**src/rtl/sync_debounce.sv**
```systemverilog
// Raw-input conditioner: synchroniser chain, counter debounce, edge strobes.
// All state lives in clk; rst clears everything asynchronously.
module sync_debounce #(
  parameter int SYNC_STAGES = 2,
  parameter int DB_CYCLES   = 4,
  parameter int CNT_W       = 8
) (
  input  logic clk,
  input  logic rst,
  input  logic d_in,
  output logic q,
  output logic rise,
  output logic fall,
  output logic busy
);

  localparam logic [CNT_W-1:0] DB_LIM =
    CNT_W'(DB_CYCLES);

  logic [SYNC_STAGES-1:0] sync_q;
  logic                   s;
  logic [CNT_W-1:0]       cnt;
  logic [CNT_W-1:0]       cnt_d;
  logic [CNT_W-1:0]       cnt_inc;
  logic                   q_d;
  logic                   rise_d;
  logic                   fall_d;
  logic                   commit;

  // Plain flop chain, nothing between stages.
  always_ff @(posedge clk or posedge rst) begin
    if (rst) begin
      sync_q <= '0;
    end else begin
      sync_q <= {sync_q[SYNC_STAGES-2:0], d_in};
    end
  end

  assign s = sync_q[SYNC_STAGES-1];

  always_ff @(posedge clk or posedge rst) begin
    if (rst) begin
      cnt  <= '0;
      q    <= 1'b0;
      rise <= 1'b0;
      fall <= 1'b0;
    end else begin
      cnt  <= cnt_d;
      q    <= q_d;
      rise <= rise_d;
      fall <= fall_d;
    end
  end

  assign cnt_inc = cnt + 1'b1;

  // A change commits only if s still differs on the completing edge.
  always_comb begin
    commit = 1'b0;
    cnt_d  = '0;
    q_d    = q;
    rise_d = 1'b0;
    fall_d = 1'b0;
    if (s != q) begin
      if (cnt_inc == DB_LIM) begin
        commit = 1'b1;
        q_d    = s;
      end else begin
        cnt_d = cnt_inc;
      end
    end
    rise_d = commit & s & ~q;
    fall_d = commit & ~s & q;
  end

  always_comb begin
    busy = (cnt != '0);
  end

endmodule

```
**config.mk**
```make
export PLATFORM = sky130hd
export DESIGN_NAME = sync_debounce
export DESIGN_NICKNAME = d
export VERILOG_FILES = /design/src/rtl/sync_debounce.sv
export SDC_FILE = /design/constraint.sdc
export NUM_CORES = 1
export LEC_CHECK = 0
export BUFFER_PORTS_ARGS = -buffer_cell sky130_fd_sc_hd__buf_2
export CAP_MARGIN = 5
export CORE_UTILIZATION = 39
export CTS_BUF_LIST = sky130_fd_sc_hd__clkbuf_4 sky130_fd_sc_hd__clkbuf_8 sky130_fd_sc_hd__clkbuf_16
export DETAILED_ROUTE_END_ITERATION = 12
export GPL_ROUTABILITY_DRIVEN = 0
export PLACE_DENSITY = 0.6
export SYNTH_ARGS = -nofsm -noshare
export SYNTH_HDL_FRONTEND = slang
export SYNTH_SLANG_ARGS = --single-unit
```
**constraint.sdc**
```tcl
create_clock -name clk -period 1.9 [get_ports clk]
set_input_delay 0.095 -clock clk [delete_from_list [all_inputs] [get_ports clk]]
set_output_delay 0.095 -clock clk [all_outputs]
set_load 0.01 [all_outputs]
```
==> reports/results.ini <==
[clock_tree]
cts_buffers=3
cts_tree=yes
cts_buffer_depth=2
root_buffer=clkbuf_4
cts.sinks=13
path_clk_slew_ns=0.08
ctsResizeCount=0
postCtsSetupBuffers=0
insertion_delay_ns=0.27
htree_levels=1

[critical_path]
r2r_cells=5
r2r_start=cnt[0]$_DFF_PP0_
required_ns=2.06
reg2reg_to=q$_DFFE_PP0N_
crit_type=flip-flop to flip-flop
crit_family=flip-flops
arrival_ns=1.92
crit_path_max_incr_delay_ns=0.48
cp.buffers_inverters=0
start_kind=flip-flop
path_cells=ha_1, nand2_2, and2_4, o2111ai_4, mux2_4
ff2ff_setup_slack_ns=0.15
slowest_stage=dfrtp_1
crit_path_end_kind=flip-flop
cp_max_fo=8

[power_and_ir_drop]
switching_power_mw=0.243
pwr-share-clk_pct=23.9
power_density_mw_per_mm2=963
pwr-share-seq_pct=48.9
finalPower_mw=0.746
internal_power_mw=0.503
ir_drop_uv=585
p_comb_share_pct=27.2
p_leak_nw=0.356
p_sw_share_pct=32.5

[synth]
ys_types=24
synth_cells=58
ys_top_cells_by_count=13 x dfrtp_1, 7 x nor2_1, 5 x xor2_1
synth_nets=64
ys.flop_type=dfrtp_1
synthesis.area_sq_um=667
ys_ff_latch=13
synth_area_leader_cell=dfrtp_1
syn_area_per_cell_sq_um=11.5
yosys_warnings=0
synthArstFlopShare_pct=100
synthMostInstantiatedCell=dfrtp_1
synth-seq-area-share_pct=48.8
synth.area.top_cells=dfrtp_1 49%, xor2_1 6.6%, ha_1 5.6%
synth_edf_count=0
yosysTopAreaCellShare_pct=48.8

[cells_and_area]
design_area_sq_um=774
num_antenna_cells=0
drive_above_1_share_pct=25.4
nets=78
fin_util_pct=49.7
syn2layout_area_growth_pct=16.1
stdcell_count=87

[route]
drc=0
wl_per_cell_microns=12.3
ant_nets=0
drt_iter0_markers=4
num_vias=445
viasPerCell=5.11
firstDrtPassIters=2
wirelength_microns=1070

[global_route]
grt_max_degree=14
grt_pass1_wl_microns=1930
grt_pass1_vias=429
grtUsageTotal_pct=14.2
globalRouteOverflowTotal=0
antenna_found_initial=0

[die]
rows=14
die_y_microns=43.4
die_x_microns=43.4
die-area_sq_mm=0.00188
core_sq_mm=0.00156
start_util_pct=42.8
pin_count=7

[min_path]
hold_end=sync_q[1]$_DFF_PP0_
min_path_type=flip-flop to flip-flop
min_from=sync_q[0]$_DFF_PP0_
hold_depth=0

[sta]
worst_slew_pin_slew_ns=0.484
max_clock_freq_mhz=571
setup_slack_ns=0.148
rsz0062_at_grt=no
hold_viol_final=0
tns_ns=0
timing.final.crit_share_pct=92.2
skew_ns=0.00999
fin_crit_ns=1.75
max_slew_margin_pct=67.7
holdWs_ns=0.352
setup_viol=0
final_max_slew_viol_count=0

[status]
status=completed

[job]
drv_cap=0

[placement]
port_buffers=6
placed_area_sq_um=724
pre_cts_ws_ns=0.155
dp_cells=81
hpwlAfterDp_microns=817

## power by group through the flow
stage / logic (mW) / clock network [mW] / registers, mW
finish: 0.203 / 0.178 / 0.365
global route: 0.232 / 0.201 / 0.371
CTS: 0.207 / 0.186 / 0.363
detailed placement: 0.202 / 0 / 0.368
global placement: 0.202 / 0 / 0.367
floorplan: 0.142 / 0 / 0.361
## worst register-to-register path: stages (launching register included)
cell and delay [ns]:
dfrtp_1 0.48, ha_1 0.33, nand2_2 0.13, and2_4 0.17, o2111ai_4 0.23, mux2_4 0.32
## sequential cells by signal, summed over array words and instances (netlist names)
register / count
rise: 1
sync_q: 2
fall: 1
q: 1
cnt: 8
## layout make-up
type | instances | area (sq um)
fillers | 141 | 785
multi-input cells | 41 | 327
flip-flops and latches | 13 | 325
repair buffers | 9 | 57.6
clock buffers | 4 | 30.0
well taps | 16 | 20.0
inverters | 4 | 15.0
## placed cells by master (no fill, tap or decap), drive strengths merged, types with 2 or more instances in the layout
| cell | count |
|---|---|
| nand4 | 3 |
| inv | 4 |
| nand3 | 3 |
| buf | 7 |
| nor3b | 3 |
| xor2 | 5 |
| a21oi | 2 |
| xnor2 | 2 |
| nand2 | 3 |
| dfrtp | 13 |
| nor2 | 7 |
| ha | 3 |
| dlygate4sd3 | 2 |
| clkbuf | 4 |
## worst max path at each step
stage,slack (ns),start,depth (start not counted),endpoint
after global placement,0.18,cnt[0]$_DFF_PP0_,5,q$_DFFE_PP0N_
after detailed placement,0.15,cnt[0]$_DFF_PP0_,5,q$_DFFE_PP0N_
final,0.15,cnt[0]$_DFF_PP0_,5,q$_DFFE_PP0N_
after floorplan,0.27,cnt[0]$_DFF_PP0_,4,q$_DFFE_PP0N_
after global routing,0.03,cnt[0]$_DFF_PP0_,5,q$_DFFE_PP0N_
after CTS,0.15,cnt[0]$_DFF_PP0_,5,q$_DFFE_PP0N_
## kinds of logic after synthesis
logic type	share of synthesized area, %
XOR/XNOR	9.19
buffers and inverters	2.25
adder cells (fa/ha/maj)	5.63
multiplexers	2.25
AND/OR/NAND/NOR	22.1
flip-flops	48.8
AO/OA/AOI/OAI	9.76
## what timing repair did
item,CTS,global route
endpoints found under the setup margin,0,0
hold buffers,2,0
endpoints found under the hold margin,14,0
## layer usage
layer | up-vias | part of all wire [%] | routed length (microns) | track usage (%)
met1 | 214 | 49 | 528 | 20.6
met3 | 0 | 4.4 | 47 | 7.50
met5 | - | 0 | 0 | 0
met4 | 0 | 0 | 0 | 0
met2 | 6 | 46 | 492 | 20.3
li1 | 225 | - | - | -
(Power assumes the default switching activity.)
